==> config.mk <==
export PLATFORM = sky130hd
export DESIGN_NAME = debug_uart_cmd_responder
export DESIGN_NICKNAME = d
export VERILOG_FILES = /design/src/rtl/debug_uart_pkg.sv /design/src/rtl/debug_uart_resp_ser.sv /design/src/rtl/debug_uart_cmd_responder.sv
export SDC_FILE = /design/constraint.sdc
export NUM_CORES = 1
export LEC_CHECK = 0
export BUFFER_PORTS_ARGS = -buffer_cell sky130_fd_sc_hd__buf_2
export CORE_MARGIN = 2
export CORE_UTILIZATION = 55
export CTS_CLUSTER_DIAMETER = 60
export CTS_CLUSTER_SIZE = 12
export DETAILED_ROUTE_END_ITERATION = 10
export GPL_TIMING_DRIVEN = 0
export PLACE_DENSITY = 0.77
export SLEW_MARGIN = 15
export SYNTH_ARGS = -nofsm -noshare
export SYNTH_HDL_FRONTEND = slang
export SYNTH_SLANG_ARGS = --single-unit
==> constraint.sdc <==
create_clock -name clk -period 4.8 [get_ports clk]
set_input_delay 0.24 -clock clk [delete_from_list [all_inputs] [get_ports clk]]
set_output_delay 0.24 -clock clk [all_outputs]
set_load 0.005 [all_outputs]
==> src/rtl/debug_uart_pkg.sv <==
// Shared constants and FSM state type for the debug UART command responder.
package debug_uart_pkg;

  localparam logic [7:0] SYNC_REQ = 8'hA5;
  localparam logic [7:0] SYNC_RSP = 8'h5A;

  localparam logic [7:0] CMD_RD = 8'h01;
  localparam logic [7:0] CMD_WR = 8'h02;

  localparam logic [7:0] STATUS_OK      = 8'h00;
  localparam logic [7:0] STATUS_BAD_CHK = 8'h01;
  localparam logic [7:0] STATUS_BAD_CMD = 8'h02;
  localparam logic [7:0] STATUS_TIMEOUT = 8'h03;

  typedef enum logic [3:0] {
    StIdle,
    StRxCmd,
    StRxAddr,
    StRxDh,
    StRxDl,
    StRxChk,
    StExec,
    StWaitAck,
    StTxLoad,
    StTxWait
  } dbg_state_e;

endpackage

==> src/rtl/debug_uart_resp_ser.sv <==
// Six-byte response serializer: 5A, STATUS, ADDR, DH, DL, CHK over the UART TX handshake.
module debug_uart_resp_ser
  import debug_uart_pkg::*;
(
  input  logic        clk_i,
  input  logic        rst_ni,
  input  logic        start_i,
  input  logic [7:0]  status_i,
  input  logic [7:0]  addr_i,
  input  logic [15:0] data_i,
  input  logic        tx_active_i,
  input  logic        tx_done_i,
  output logic        tx_dv_o,
  output logic [7:0]  tx_byte_o,
  output logic        done_o
);

  logic       active_q, active_d;
  logic       load_q, load_d;
  logic [2:0] idx_q, idx_d;
  logic [7:0] chk;

  assign chk = status_i ^ addr_i ^ data_i[15:8] ^ data_i[7:0];

  always_comb begin
    active_d = active_q;
    load_d   = load_q;
    idx_d    = idx_q;
    tx_dv_o  = 1'b0;
    done_o   = 1'b0;
    if (start_i) begin
      active_d = 1'b1;
      load_d   = 1'b1;
      idx_d    = 3'd0;
    end else if (active_q && load_q) begin
      // Stall the load while the UART is still shifting a previous byte.
      if (!tx_active_i) begin
        tx_dv_o = 1'b1;
        load_d  = 1'b0;
      end
    end else if (active_q && tx_done_i) begin
      if (idx_q == 3'd5) begin
        active_d = 1'b0;
        done_o   = 1'b1;
      end else begin
        idx_d  = idx_q + 3'd1;
        load_d = 1'b1;
      end
    end
  end

  always_comb begin
    tx_byte_o = 8'h00;
    if (active_q) begin
      case (idx_q)
        3'd0:    tx_byte_o = SYNC_RSP;
        3'd1:    tx_byte_o = status_i;
        3'd2:    tx_byte_o = addr_i;
        3'd3:    tx_byte_o = data_i[15:8];
        3'd4:    tx_byte_o = data_i[7:0];
        default: tx_byte_o = chk;
      endcase
    end
  end

  always_ff @(posedge clk_i or negedge rst_ni) begin
    if (!rst_ni) begin
      active_q <= 1'b0;
      load_q   <= 1'b0;
      idx_q    <= 3'd0;
    end else begin
      active_q <= active_d;
      load_q   <= load_d;
      idx_q    <= idx_d;
    end
  end

endmodule

==> src/rtl/debug_uart_cmd_responder.sv <==
// Debug UART responder: parses 6-byte request frames, runs one register access, replies.
// Optional inter-byte receive timeout enabled by defining DBG_RX_TIMEOUT_EN.
module debug_uart_cmd_responder
  import debug_uart_pkg::*;
#(
  parameter int unsigned ACK_TIMEOUT = 255,
  parameter int unsigned RX_TIMEOUT  = 40000
) (
  input  logic        clk,
  input  logic        rst,
  input  logic        in_rx_dv,
  input  logic [7:0]  in_rx_byte,
  output logic        out_tx_dv,
  output logic [7:0]  out_tx_byte,
  input  logic        in_tx_active,
  input  logic        in_tx_done,
  output logic [7:0]  reg_addr,
  output logic [15:0] reg_wdata,
  output logic        reg_wr,
  output logic        reg_rd,
  input  logic [15:0] reg_rdata,
  input  logic        reg_ack,
  output logic        busy
);

  localparam int unsigned AckW = $clog2(ACK_TIMEOUT + 1);

  dbg_state_e      state_q, state_d;
  logic [7:0]      cmd_q, cmd_d, addr_q, addr_d, dh_q, dh_d, dl_q, dl_d;
  logic [7:0]      xor_q, xor_d, status_q, status_d;
  logic [15:0]     rsp_data_q, rsp_data_d;
  logic            rd_q, rd_d, wr_q, wr_d;
  logic [AckW-1:0] ack_cnt_q, ack_cnt_d;
  logic            ser_start, ser_done;
  logic            chk_ok, cmd_ok, rx_expired;

`ifdef DBG_RX_TIMEOUT_EN
  localparam int unsigned RxW = $clog2(RX_TIMEOUT + 1);
  logic [RxW-1:0] rx_tmr_q, rx_tmr_d;
  logic           in_rx_state;

  assign in_rx_state = state_q inside {StRxCmd, StRxAddr, StRxDh, StRxDl, StRxChk};
  assign rx_expired  = in_rx_state && !in_rx_dv && (rx_tmr_q == RxW'(RX_TIMEOUT - 1));

  always_comb begin
    rx_tmr_d = '0;
    if (in_rx_state && !in_rx_dv) rx_tmr_d = rx_tmr_q + 1'b1;
  end

  always_ff @(posedge clk or negedge rst) begin
    if (!rst) rx_tmr_q <= '0;
    else      rx_tmr_q <= rx_tmr_d;
  end
`else
  assign rx_expired = 1'b0;
`endif

  assign chk_ok = (xor_q == in_rx_byte);
  assign cmd_ok = (cmd_q == CMD_RD) || (cmd_q == CMD_WR);

  always_comb begin
    state_d    = state_q;
    cmd_d      = cmd_q;
    addr_d     = addr_q;
    dh_d       = dh_q;
    dl_d       = dl_q;
    xor_d      = xor_q;
    status_d   = status_q;
    rsp_data_d = rsp_data_q;
    rd_d       = rd_q;
    wr_d       = wr_q;
    ack_cnt_d  = ack_cnt_q;
    ser_start  = 1'b0;
    unique case (state_q)
      StIdle: if (in_rx_dv && in_rx_byte == SYNC_REQ) begin
        xor_d   = 8'h00;
        state_d = StRxCmd;
      end
      StRxCmd: if (in_rx_dv) begin
        cmd_d   = in_rx_byte;
        xor_d   = xor_q ^ in_rx_byte;
        state_d = StRxAddr;
      end
      StRxAddr: if (in_rx_dv) begin
        addr_d  = in_rx_byte;
        xor_d   = xor_q ^ in_rx_byte;
        state_d = StRxDh;
      end
      StRxDh: if (in_rx_dv) begin
        dh_d    = in_rx_byte;
        xor_d   = xor_q ^ in_rx_byte;
        state_d = StRxDl;
      end
      StRxDl: if (in_rx_dv) begin
        dl_d    = in_rx_byte;
        xor_d   = xor_q ^ in_rx_byte;
        state_d = StRxChk;
      end
      // Decide on the CHK strobe itself so the bus request appears one cycle later.
      StRxChk: if (in_rx_dv) begin
        state_d    = StExec;
        ack_cnt_d  = '0;
        rsp_data_d = 16'h0000;
        if (!chk_ok) begin
          status_d = STATUS_BAD_CHK;
        end else if (!cmd_ok) begin
          status_d = STATUS_BAD_CMD;
        end else begin
          status_d = STATUS_OK;
          rd_d     = (cmd_q == CMD_RD);
          wr_d     = (cmd_q == CMD_WR);
          if (cmd_q == CMD_WR) rsp_data_d = {dh_q, dl_q};
        end
      end
      StExec, StWaitAck: begin
        if (!(rd_q || wr_q)) begin
          state_d = StTxLoad;
        end else if (reg_ack) begin
          rd_d    = 1'b0;
          wr_d    = 1'b0;
          if (rd_q) rsp_data_d = reg_rdata;
          state_d = StTxLoad;
        end else if (ack_cnt_q == AckW'(ACK_TIMEOUT - 1)) begin
          rd_d       = 1'b0;
          wr_d       = 1'b0;
          status_d   = STATUS_TIMEOUT;
          rsp_data_d = 16'h0000;
          state_d    = StTxLoad;
        end else begin
          ack_cnt_d = ack_cnt_q + 1'b1;
          state_d   = StWaitAck;
        end
      end
      StTxLoad: begin
        ser_start = 1'b1;
        state_d   = StTxWait;
      end
      StTxWait: if (ser_done) state_d = StIdle;
      default: state_d = StIdle;
    endcase
    if (rx_expired) state_d = StIdle;
  end

  always_ff @(posedge clk or negedge rst) begin
    if (!rst) begin
      state_q    <= StIdle;
      cmd_q      <= 8'h00;
      addr_q     <= 8'h00;
      dh_q       <= 8'h00;
      dl_q       <= 8'h00;
      xor_q      <= 8'h00;
      status_q   <= 8'h00;
      rsp_data_q <= 16'h0000;
      rd_q       <= 1'b0;
      wr_q       <= 1'b0;
      ack_cnt_q  <= '0;
    end else begin
      state_q    <= state_d;
      cmd_q      <= cmd_d;
      addr_q     <= addr_d;
      dh_q       <= dh_d;
      dl_q       <= dl_d;
      xor_q      <= xor_d;
      status_q   <= status_d;
      rsp_data_q <= rsp_data_d;
      rd_q       <= rd_d;
      wr_q       <= wr_d;
      ack_cnt_q  <= ack_cnt_d;
    end
  end

  assign reg_addr  = addr_q;
  assign reg_wdata = {dh_q, dl_q};
  assign reg_rd    = rd_q;
  assign reg_wr    = wr_q;
  assign busy      = (state_q != StIdle);

  debug_uart_resp_ser u_ser (
    .clk_i       (clk),
    .rst_ni      (rst),
    .start_i     (ser_start),
    .status_i    (status_q),
    .addr_i      (addr_q),
    .data_i      (rsp_data_q),
    .tx_active_i (in_tx_active),
    .tx_done_i   (in_tx_done),
    .tx_dv_o     (out_tx_dv),
    .tx_byte_o   (out_tx_byte),
    .done_o      (ser_done)
  );

endmodule

==> results of run 1 <==
## synthesized netlist by cell type (3+ instances only)
library cell	n
mux2_2	45
nand2b_1	16
nand2_1	55
and2_1	5
nand3_1	8
ha_1	7
nor3b_1	4
nor2_1	27
a32o_1	3
inv_1	12
a21oi_1	15
nor3_1	3
dfrtp_1	77
xor2_1	6
mux2i_1	3
nor2b_1	9
xnor2_1	18
buf_6	4
clkbuf_1	13
a221oi_1	3
nand4_1	5
o21ai_0	50
or2b_1	3
buf_2	5
a222oi_1	3
and3_1	5
## power by group through the flow
stage	combinational [mW]	sequential (mW)	clock [mW]
final	1.24	1.03	0.569
after global routing	1.37	1.06	0.600
after CTS	1.23	1.03	0.573
after detailed placement	1.22	1.04	0
after global placement	1.18	1.03	0
after floorplan	0.822	1.01	0
## per-layer routing
| layer | share of wire | up-vias | track usage |
|---|---|---|---|
| met4 | 0.015 | 0 | 0.0821 |
| li1 | - | 1713 | - |
| met3 | 0.054 | 14 | 0.0342 |
| met2 | 0.49 | 109 | 0.430 |
| met5 | 0 | - | 0 |
| met1 | 0.44 | 1801 | 0.362 |
## cell families after synthesis
| family | synth area share |
|---|---|
| AO/OA/AOI/OAI | 0.132 |
| XOR/XNOR | 0.0486 |
| adder cells (fa/ha/maj) | 0.0202 |
| buffers and inverters | 0.0387 |
| flip-flops | 0.445 |
| multiplexers | 0.127 |
| AND/OR/NAND/NOR | 0.188 |
## registers in the layout, indices dropped and copies added (netlist names), 2 cells and up
| signal | flops |
|---|---|
| rsp_data_q | 16 |
| ack_cnt_q | 8 |
| reg_addr | 8 |
| dl_q | 8 |
| xor_q | 8 |
| u_ser.idx_q | 3 |
| cmd_q | 8 |
| dh_q | 8 |
| state_q | 4 |
| status_q | 2 |
## worst register-to-register path, stage by stage (launching register included)
cell and delay, ns:
dfrtp_1 0.39, clkbuf_1 0.24, nor2_1 0.32, nand2_1 0.13, nor3b_1 0.43, buf_2 0.33
mux2_2 0.37
## area by class of cell
class	count	area, um2
buffer	23	123
clock buffer	10	138
clock inverter	6	92.6
fill	638	2640
inverter	12	45.0
multi-input combinational	330	2230
sequential	77	1930
tap	102	128
timing repair buffer	67	365
## through the flow
step                instance area [um2]  cells   util  setup slack, ns  hold slack, ns
finish                             5050    627  0.657             1.56           0.209
global route                       5050    627  0.657             1.31           0.224
floorplan                          4330    442      -             2.61         -0.0556
detailed placement                 4810    610  0.626             2.00           0.164
global placement                   4780    609  0.622             2.15           0.481
CTS                                5050    627  0.657             1.61           0.206
## path summary, 6_finish.rpt
kind / depth (start not counted) / start / to
hold / removal: 3 / in_tx_done / u_ser.active_q
hold reg to reg: 1 / cmd_q[5] / cmd_q[5]
setup reg to reg: 6 / state_q[3] / reg_addr[2]
max in group asynchronous: 3 / rst / xor_q[3]
min in group asynchronous: 2 / rst / ack_cnt_q[7]
setup / recovery: 9 / u_ser.idx_q[0] / out_tx_byte[3]
## repair_timing
action | 4_1_cts | 5_1_grt
hold buffers | 1 | 0
buffers inserted | 0 | 0
hold endpoints to repair | 22 | 0
setup endpoints to repair | 0 | 0
==> impl_metrics.json, run 1 <==
{
  "status": "finished, final reports clean",
  "clk_pin_slew_worst_paths_ns": 0.08,
  "grtUsageTotal": 0.261,
  "critPathSlowestCell": "a211oi_1",
  "min_path_type": "in2reg",
  "ys_ff_latch": 77,
  "reg2reg_setup_slack_ns": 2.49,
  "cts_resized": 0,
  "crit_chain": "ha_1, ha_1, clkbuf_1, a211oi_1, clkbuf_1, a21oi_1, o21ai_0, and2_1, buf_2",
  "synth_nets": 479,
  "power_density_mw_per_mm2": 562,
  "dp_hpwl_mm": 7.82,
  "hold_viol": 0,
  "synth_ff_type": "dfrtp_1",
  "routed_via_density": 5.80,
  "syn-cell-area_mm2": 0.00433,
  "vdd_drop_max_mv": 0.332,
  "grt_overflow": 0,
  "drt_iter0_markers": 176,
  "dieArea_mm2": 0.00860,
  "ios": 66,
  "synth.area.top_cells": "dfrtp_1 45%, mux2_2 12%, o21ai_0 5.8%",
  "area_delta_synth_final_pct": 16.7,
  "clock-skew-final_ns": 0.0110,
  "drv_cap": 0,
  "synth_warnings": 0,
  "diodes": 0,
  "switching_share": 0.387,
  "power_switching_mw": 1.10,
  "cts_tree": "done",
  "finalSetupViolCount": 0,
  "final_common_cell": "dfrtp_1",
  "tightest_slew_ns": 0.843,
  "power_frac_comb": 0.435,
  "intPower_mw": 1.74,
  "critPathKind": "reg2out",
  "power_leakage_nw": 2.30,
  "htreeDepth": 3,
  "fmax_mhz": 309,
  "place.gp.congestion": 0.841,
  "async_reset_ff_frac": 1.00,
  "die_w_um": 92.7,
  "synth_top_area_frac": 0.445,
  "startpoint_type": "flop",
  "synth_edf_count": 0,
  "ys_seq_area_frac": 0.445,
  "setup_tns_ns": 0,
  "die_h_um": 92.7,
  "period_share": 0.675,
  "fin_crit_ns": 3.24,
  "start_util": 0.563,
  "slew_headroom": 0.436,
  "worst_setup_path_end_kind": "output pin",
  "crit_arrival_ns": 3.00,
  "mostFrequentLayoutCells": "77 x dfrtp_1, 69 x buf_2, 55 x nand2_1",
  "antenna_found_initial": 0,
  "coreArea_mm2": 0.00769,
  "netlist-cell-type-count": 58,
  "grt_pass1_vias": 3565,
  "power_frac_clock": 0.200,
  "vias": 3637,
  "drive_above_1_share": 0.270,
  "p_seq_frac": 0.364,
  "rsz0062_at_grt": "false",
  "power_mw": 2.84,
  "cts.sinks": 77,
  "layout.nets": 557,
  "wirelength_mm": 10.8,
  "cpPeakStageDelay_ns": 0.58,
  "cp.required_ns": 4.56,
  "cts_made_buffers": 9,
  "grt_max_degree": 56,
  "grt_first_pass_wirelength_mm": 17.5,
  "path_delay_family": "compound AO/OA/AOI/OAI gates",
  "drt-pass1-iter-count": 5,
  "drc": 0,
  "port_buffers": 65,
  "fp-row-count": 32,
  "cts-root-buf": "clkbuf_8",
  "cts_buffer_depth": 2,
  "synth_largest_area_cell": "dfrtp_1",
  "synth_area_per_cell_um2": 9.79,
  "crit_fanout": 10,
  "drv_slew": 0,
  "clock_latency_ns": 0.36,
  "path_buf_inv": 3,
  "wire_per_inst_um": 17.3,
  "netlist_instances": 442,
  "antenna_left": 0
}
No activity file was read; power rests on OpenSTA's default activity.
==> run 2: changes to the inputs <==
Settings changed: CORE_UTILIZATION 55 to 52, PLACE_DENSITY 0.77 to 0.76.
Clock period 4.8 ns to 2.8 ns, I/O delays scaled along.
==> impl_metrics.json, run 2 (synthesis gave the netlist of run 1 again) <==
{
  "fin_crit_ns": 2.69,
  "fmax_mhz": 371,
  "slew_headroom": 0.464,
  "port_buffers": 65,
  "clk_pin_slew_worst_paths_ns": 0.08,
  "power_mw": 4.93,
  "grt_first_pass_wirelength_mm": 17.5,
  "dp_hpwl_mm": 7.96,
  "grt_overflow": 0,
  "clock-skew-final_ns": 0.0120,
  "dieArea_mm2": 0.00907,
  "reg2reg_setup_slack_ns": 0.48,
  "area_delta_synth_final_pct": 17.3,
  "final_common_cell": "dfrtp_1",
  "die_w_um": 95.2,
  "critPathKind": "reg2out",
  "min_path_type": "in2reg",
  "power_frac_clock": 0.204,
  "cts_buffer_depth": 2,
  "drv_cap": 0,
  "antenna_found_initial": 0,
  "diodes": 0,
  "wirelength_mm": 10.8,
  "regMostFlops": "rsp_data_q",
  "worst_setup_path_end_kind": "output pin",
  "startpoint": "u_ser.idx_q[0]",
  "fp-row-count": 33,
  "cts.sinks": 77,
  "intPower_mw": 3.06,
  "reg2reg_from": "state_q[2]",
  "cts_made_buffers": 9,
  "power_leakage_nw": 2.31,
  "grt_pass1_vias": 3560,
  "crit_fanout": 10,
  "htreeDepth": 3,
  "die_h_um": 95.2,
  "drive_above_1_share": 0.272,
  "p_seq_frac": 0.362,
  "fill_cells": 694,
  "crit_arrival_ns": 2.55,
  "grt_max_degree": 46,
  "grtUsageTotal": 0.253,
  "routed_via_density": 5.81,
  "ios": 66,
  "power_density_mw_per_mm2": 972,
  "coreArea_mm2": 0.00813,
  "mostFrequentLayoutCells": "77 x dfrtp_1, 70 x buf_2, 55 x nand2_1",
  "hold_viol": 0,
  "cts-root-buf": "clkbuf_8",
  "status": "finished, final reports clean",
  "drt_iter0_markers": 216,
  "finalSetupViolCount": 0,
  "clock_latency_ns": 0.35,
  "final_core_util": 0.624,
  "drc": 0,
  "wire_per_inst_um": 17.2,
  "hold_end": "u_ser.active_q",
  "period_share": 0.962,
  "largest_reg_flops": 16,
  "rsz0062_at_grt": "false",
  "reg2reg_depth": 6,
  "place.gp.congestion": 0.865,
  "power_frac_comb": 0.434,
  "layout.nets": 557,
  "switching_share": 0.379,
  "holdPathStages": 3,
  "vdd_drop_max_mv": 0.606,
  "setup_tns_ns": 0,
  "drv_slew": 0,
  "drt-pass1-iter-count": 5,
  "antenna_left": 0,
  "startpoint_type": "flop",
  "power_switching_mw": 1.87,
  "reg2reg_to": "reg_addr[7]",
  "hp-start": "in_tx_done",
  "vias": 3660,
  "cts_tree": "done",
  "start_util": 0.532,
  "cts_setup_buffers": 0,
  "cp.required_ns": 2.66,
  "tightest_slew_ns": 0.801
}
-- run 2: how the worst max path moves through the flow --
stage	end
6_report	out_tx_byte[4]
5_1_grt	out_tx_byte[6]
3_5_place_dp	out_tx_byte[6]
3_3_place_gp	out_tx_byte[3]
4_1_cts	out_tx_byte[6]
2_1_floorplan	out_tx_byte[3]
-- run 2: layout make-up --
cell class / count / area [um2] / area share
Buffer: 23 / 124 / 0.0244
Clock buffer: 10 / 128 / 0.0251
Clock inverter: 6 / 111 / 0.0219
Inverter: 12 / 45.0 / 0.00887
Multi-Input combinational cell: 330 / 2250 / 0.442
Sequential cell: 77 / 1930 / 0.379
Tap cell: 105 / 131 / 0.0259
Timing Repair Buffer: 67 / 365 / 0.0719
-- run 2: repair_timing --
| item | CTS | global route |
|---|---|---|
| endpoints found under the setup margin | 8 | 4 |
| hold endpoints to repair | 32 | 0 |
| hold buffers | 1 | 0 |
| gates resized for setup | 2 | 2 |
| pin swaps | 0 | 0 |
-- run 2: power groups by stage --
stage	Sequential [mW]	Combinational [mW]	Clock [mW]
after global placement	1.78	2.01	0
after detailed placement	1.80	2.09	0
final	1.79	2.14	1.00
after global routing	1.84	2.39	1.06
after CTS	1.78	2.11	1.03
after floorplan	1.74	1.41	0
-- run 2: layer usage --
metal,share of wire,up-vias,track usage
met5,0,-,0
met1,0.45,1805,0.353
li1,-,1705,-
met3,0.055,19,0.0387
met4,0.020,0,0.0870
met2,0.48,131,0.404
-- run 2: stage by stage --
stage                     std cells  setup slack [ns]  instance area (um2)  hold WS (ns)
after floorplan                 442             0.705                 4330        -0.156
after CTS                       630            0.0924                 5070        0.0969
after global placement          612             0.239                 4790         0.457
after global routing            630           0.00197                 5080         0.130
after detailed placement        613             0.189                 4820         0.116
final                           630             0.106                 5080         0.111
-- run 2: critical path: stages, from the launching register on --
cell	delay (ns)
dfrtp_1	0.41
ha_1	0.21
ha_1	0.19
clkbuf_1	0.25
a211oi_4	0.36
buf_2	0.30
a21oi_1	0.10
o21ai_0	0.16
and2_1	0.13
buf_2	0.10
